## config.mk

```make
export PLATFORM = sky130hd
export DESIGN_NAME = approx_mult8_pipe
export DESIGN_NICKNAME = d
export VERILOG_FILES = /design/src/rtl/approx_mult8_pipe.sv
export SDC_FILE = /design/constraint.sdc
export NUM_CORES = 1
export LEC_CHECK = 0
export CAP_MARGIN = 20
export CORE_ASPECT_RATIO = 0.75
export CORE_MARGIN = 3
export CORE_UTILIZATION = 45
export DETAILED_ROUTE_END_ITERATION = 10
export PLACE_DENSITY = 0.75
export SLEW_MARGIN = 20
export SYNTH_ARGS = -nofsm -noshare
export SYNTH_HDL_FRONTEND = slang
export SYNTH_SLANG_ARGS = --single-unit
```

## constraint.sdc

```tcl
create_clock -name clk -period 6.7 [get_ports clk]
set_clock_uncertainty 0.05 [all_clocks]
set_input_delay 1.34 -clock clk [delete_from_list [all_inputs] [get_ports clk]]
set_output_delay 1.34 -clock clk [all_outputs]
set_load 0.05 [all_outputs]
```

## src/rtl/approx_mult8_pipe.sv

```systemverilog
// approx_mult8_pipe: two-stage 8x8 unsigned multiplier. Low partial-product
// columns are OR-collapsed (no carries); high columns are summed exactly.
module approx_mult8_pipe #(
    parameter int APPROX_COLS = 8
) (
    input  logic        clk,
    input  logic        rst,
    input  logic        in_valid,
    input  logic [7:0]  A,
    input  logic [7:0]  B,
    output logic        out_valid,
    output logic [15:0] y
);

    logic [7:0]  a_q;
    logic [7:0]  b_q;
    logic        v1_q;
    logic [15:0] y_q;
    logic [15:0] y_d;
    logic        v2_q;

    logic [15:0] lo;
    logic [15:0] row [8];

    function automatic logic [15:0] csa_s(
        input logic [15:0] p,
        input logic [15:0] q,
        input logic [15:0] r
    );
        return p ^ q ^ r;
    endfunction

    function automatic logic [15:0] csa_c(
        input logic [15:0] p,
        input logic [15:0] q,
        input logic [15:0] r
    );
        return ((p & q) | (p & r) | (q & r)) << 1;
    endfunction

    // Each partial product lands either in the OR-collapsed low word or in
    // its own row of the exact sum; the two sets occupy disjoint columns.
    always_comb begin
        lo = '0;
        for (int i = 0; i < 8; i++) begin
            row[i] = '0;
            for (int j = 0; j < 8; j++) begin
                if (i + j < APPROX_COLS)
                    lo[i+j] = lo[i+j] | (a_q[j] & b_q[i]);
                else
                    row[i][i+j] = a_q[j] & b_q[i];
            end
        end
    end

    logic [15:0] s0, c0, s1, c1, s2, c2;
    logic [15:0] s3, c3, s4, c4;
    logic [15:0] s5, c5, s6, c6;

    // Carry-save tree over 9 operands; the true total stays below 2^16,
    // so dropping carries out of bit 15 never changes the result.
    assign s0 = csa_s(row[0], row[1], row[2]);
    assign c0 = csa_c(row[0], row[1], row[2]);
    assign s1 = csa_s(row[3], row[4], row[5]);
    assign c1 = csa_c(row[3], row[4], row[5]);
    assign s2 = csa_s(row[6], row[7], lo);
    assign c2 = csa_c(row[6], row[7], lo);

    assign s3 = csa_s(s0, c0, s1);
    assign c3 = csa_c(s0, c0, s1);
    assign s4 = csa_s(c1, s2, c2);
    assign c4 = csa_c(c1, s2, c2);

    assign s5 = csa_s(s3, c3, s4);
    assign c5 = csa_c(s3, c3, s4);
    assign s6 = csa_s(s5, c5, c4);
    assign c6 = csa_c(s5, c5, c4);

    assign y_d = s6 + c6;

    always_ff @(posedge clk or posedge rst) begin
        if (rst) begin
            a_q  <= '0;
            b_q  <= '0;
            v1_q <= 1'b0;
            y_q  <= '0;
            v2_q <= 1'b0;
        end else begin
            a_q  <= A;
            b_q  <= B;
            v1_q <= in_valid;
            y_q  <= y_d;
            v2_q <= v1_q;
        end
    end

    assign y         = y_q;
    assign out_valid = v2_q;

endmodule

```

==> results.md <==
Place:
- The HPWL after detailed placement is 2770 um.
- The final RePlAce weighted congestion is 0.895.
- The total instance count after detailed placement is 251.
- Prior to clock tree synthesis, the placed netlist has a worst setup slack of 2.77 ns.
- In this run the tool buffered the top-level ports with 35 buffer cells.

Global route:
- Global routing used 17.2% of the available tracks across all layers.
- The residual overflow from global routing is 0.
- The number of antenna violations at the first check in global routing is 0.
- The number of global-route vias before repair is 1,406.
- The largest net degree at the start of global routing is 35.
- The global-route wire length before repair is 6530 um.

CTS:
- The number of H-tree levels is 2.
- Buffers inserted to repair hold after CTS numbered 0.
- The clock passes through at most 2 buffers.
- The insertion delay to the later sink of the worst-skew pair is 0.29 ns.
- The master cell of the clock root buffer is clkbuf_8.
- TritonCTS built the clock tree.
- For this design, the sink count on the clock tree is 34.
- Buffers added to address setup during post-CTS repair amount to 0.
- The number of instances resized during post-cts repair is 0.
- The number of buffers created by CTS is 5.
- The clock-pin slew on the worst setup and hold paths is 0.07 ns.

Final layout:
- Leaving out filler cells and counting taps, the final layout contains 259.
- Cells fill 59.7% of the core in the end.
- The final net count is 257.
- The number of filler instances in the final layout is 321.
- The number of antenna diodes in the final layout is 0.
- The post-route netlist has 4.41% of its cells at a drive strength greater than 1.
- The relative area change from synthesis to final layout is 25.9%.

Worst setup path:
- The worst register-to-register path begins at b_q[4]$_DFF_PP0_.
- The endpoint identified for the worst register-to-register timing path is y[14]$_DFF_PP0_.
- Measured in cells, the most critical reg-to-reg path has a length of 12.
- The critical path in this run is classified as reg -> reg.
- The maximum fanout encountered on the critical timing path is 8.
- STA classifies the critical path endpoint as a flip-flop.
- The register-to-register setup slack is 2.74 ns.
- The data arrival time of the critical path is 4.13 ns.
- The worst setup path is launched from a flip-flop.
- Data on the critical path is required at its endpoint by 6.86 ns.

Floorplanning:
- The number of rows created at floorplan is 20.
- From bottom edge to top edge, the die measures 63.1 um.
- The region available for standard cell placement spans 0.00413 sq mm.
- Once the floorplan was initialized, standard cells occupied 47.4% of the core.
- The floorplan die area is 0.00518 sq mm.
- The number of placed I/O pins is 36.
- The overall die width is 82.1 um.

Worst hold path:
- The class of the tightest hold or removal check is reg -> reg.
- The worst hold path cell count is 0.
- In this run the most critical hold path is launched from v1_q$_DFF_PP0_.
- The hold-critical path endpoint is out_valid$_DFF_PP0_.

STA:
- For the finished layout, the period the worst path requires is 3.96 ns.
- The final count of hold timing violations is 0.
- The final critical path takes up 59.2% of the cycle.
- The final worst setup slack is 2.74 ns.
- The worst-case hold slack is 0.319 ns.
- The final count of pins violating max slew is 0.
- Timing would allow up to 0.252 GHz.
- The slew of the pin with the lowest slew margin is 0.502 ns.
- The relative slew slack is 66.4%.
- Setup repair after global routing left no endpoint under its margin.
- Setup violations remaining at the end of the flow were counted as 0.
- After routing, the total negative slack on setup checks comes to 0 ns.

Route:
- The number of violations reported at the end of detailed-routing iteration 0 is 234.
- The detail-routed net length per standard cell is 14.4 um.
- Using the TritonRoute via totals, the vias-per-cell ratio works out to 5.18.
- The post-route antenna net violation count is 0.
- The final layout contains routed wiring with a total length of 3720 um.
- After detailed routing, the number of remaining DRC violations is 0.
- The detailed router placed 1,341 vias in this run.
- The count of TritonRoute iterations in the first routing pass is 7.

Run:
- The count of maximum capacitance violations is 0.

Logic synthesis:
- The count of yosys warnings during synthesis is 0.
- The synthesized area is 0.00196 sq mm.
- The synthesized netlist devotes 9.65% of its cell area to compound gates.
- After synthesis, the cell types taking the most area are dfrtp_1 (43%), fa_1 (16%), ha_1 (12%).
- Summed over its instances, the top area cell type makes up 43.5% of the synthesized netlist area.
- Multiplexer cells account for 0% of the synthesized area.
- The synthesized design contains 34 register bits.
- The largest area contributor in the netlist is dfrtp_1.
- Summing the areas of all xor and xnor instances in the mapped netlist gives 1.34% of the synthesized area.
- The number of instances in the synthesized netlist is 163.
- The average instance area after synthesis is 12.0 sq um.
- The netlist uses 23 different library cells.
- The synthesized netlist devotes 28.5% of its cell area to adder and majority cells.
- By area, the combinational part of the netlist is dominated by adder cells.
- The number of nets in the synthesized netlist is 217.
- The area share of and/or/nand/nor cells after synthesis is 11.4%.
- The register area share after synthesis is 43.5%.

Pwr:
- The highest ir drop seen on vdd is 0.000169 V.
- The total leakage power is 1.17 nW.
- The power per unit of standard cell area is 278 mW/mm^2.

Run status:
- The run finished with clean final reports.
routing by layer:
metal / GRT usage [%] / vias to the layer above / share of wire [%]
met4: 7.47 / 0 / 1.8
met5: 0 / - / 0
met2: 25.9 / 66 / 49
met1: 22.7 / 649 / 42
li1: - / 620 / -
met3: 5.29 / 6 / 7.0
placed cells by master, fill, tap and decap left out, types with 2 or more instances in the layout:
cell type        count
and2_1              25
ha_1                19
nand2_1              6
a21o_1               2
xnor2_1              2
a21oi_1              2
inv_1               26
a222oi_1             3
nand3_1              2
a22oi_1             12
dfrtp_1             34
fa_1                16
clkbuf_8             6
or3b_1               2
clkdlybuf4s50_1     35
final cells by class:
type                       count  area, sq um  area share (%)
tap                           55         68.8            2.79
sequential                    34          851            34.5
multi-input combinational    100          997            40.5
inverter                      26         97.6            3.96
timing repair buffer          36          358            14.5
clock inverter                 1         5.00           0.203
clock buffer                   7         86.3            3.50
state kept, by name (all words and copies together), names as in the netlist:
register,cells
y,16
v1_q,1
b_q,8
a_q,8
out_valid,1
kinds of logic after synthesis:
kind of cell,Yosys count
buf+inv,29
xor+xnor,3
fa+ha+maj,35
flops,34
simple gates,38
compound gates,24
cells in the mapped netlist:
library cell and count:
dfrtp_1 34, nand4_1 1, o221ai_1 1, nand2b_1 1, ha_1 19, fa_1 16
o2111ai_1 1, nand3_1 2, nor3_1 1, a22oi_1 12, xnor2_1 2, clkbuf_1 3
nand2_1 6, a211oi_2 1, o21ai_1 1, and2_1 25, a21oi_1 2, or3b_1 2
a222oi_1 3, xor2_1 1, inv_1 26, a22o_1 1, a21o_1 2
stage by stage:
step           instance area (sq um)  total power [mW]
4_1_cts                         2460             0.696
3_5_place_dp                    2370             0.534
2_1_floorplan                   1960             0.447
5_1_grt                         2460             0.732
3_3_place_gp                    2370             0.529
6_report                        2460             0.684
worst max-delay path, stage by stage, from the launching register on:
cell and delay [ns]:
dfrtp_1 0.48, and2_1 0.22, fa_1 0.43, fa_1 0.50
fa_1 0.49, inv_1 0.05, fa_1 0.53, inv_1 0.04
ha_1 0.22, fa_1 0.41, a21o_1 0.17, a21oi_1 0.16
xnor2_1 0.13
worst max-delay path by stage:
stage,from,endpoint,slack [ns],cells after the start
final,b_q[4]$_DFF_PP0_,y[14]$_DFF_PP0_,2.74,12
after global routing,b_q[3]$_DFF_PP0_,y[14]$_DFF_PP0_,2.52,12
after CTS,b_q[4]$_DFF_PP0_,y[14]$_DFF_PP0_,2.75,12
after detailed placement,b_q[4]$_DFF_PP0_,y[14]$_DFF_PP0_,2.77,12
after global placement,b_q[3]$_DFF_PP0_,y[14]$_DFF_PP0_,2.82,12
after floorplan,b_q[3]$_DFF_PP0_,y[14]$_DFF_PP0_,2.90,12
power by group:
part	switching [mW]	total, mW	leakage [nW]	internal (mW)
Combinational	0.168	0.275	0.730	0.107
Clock	0.0737	0.157	0.0482	0.0828
Sequential	0.0168	0.252	0.392	0.236
Total	0.259	0.684	1.17	0.426
(Power assumes the default switching activity.)
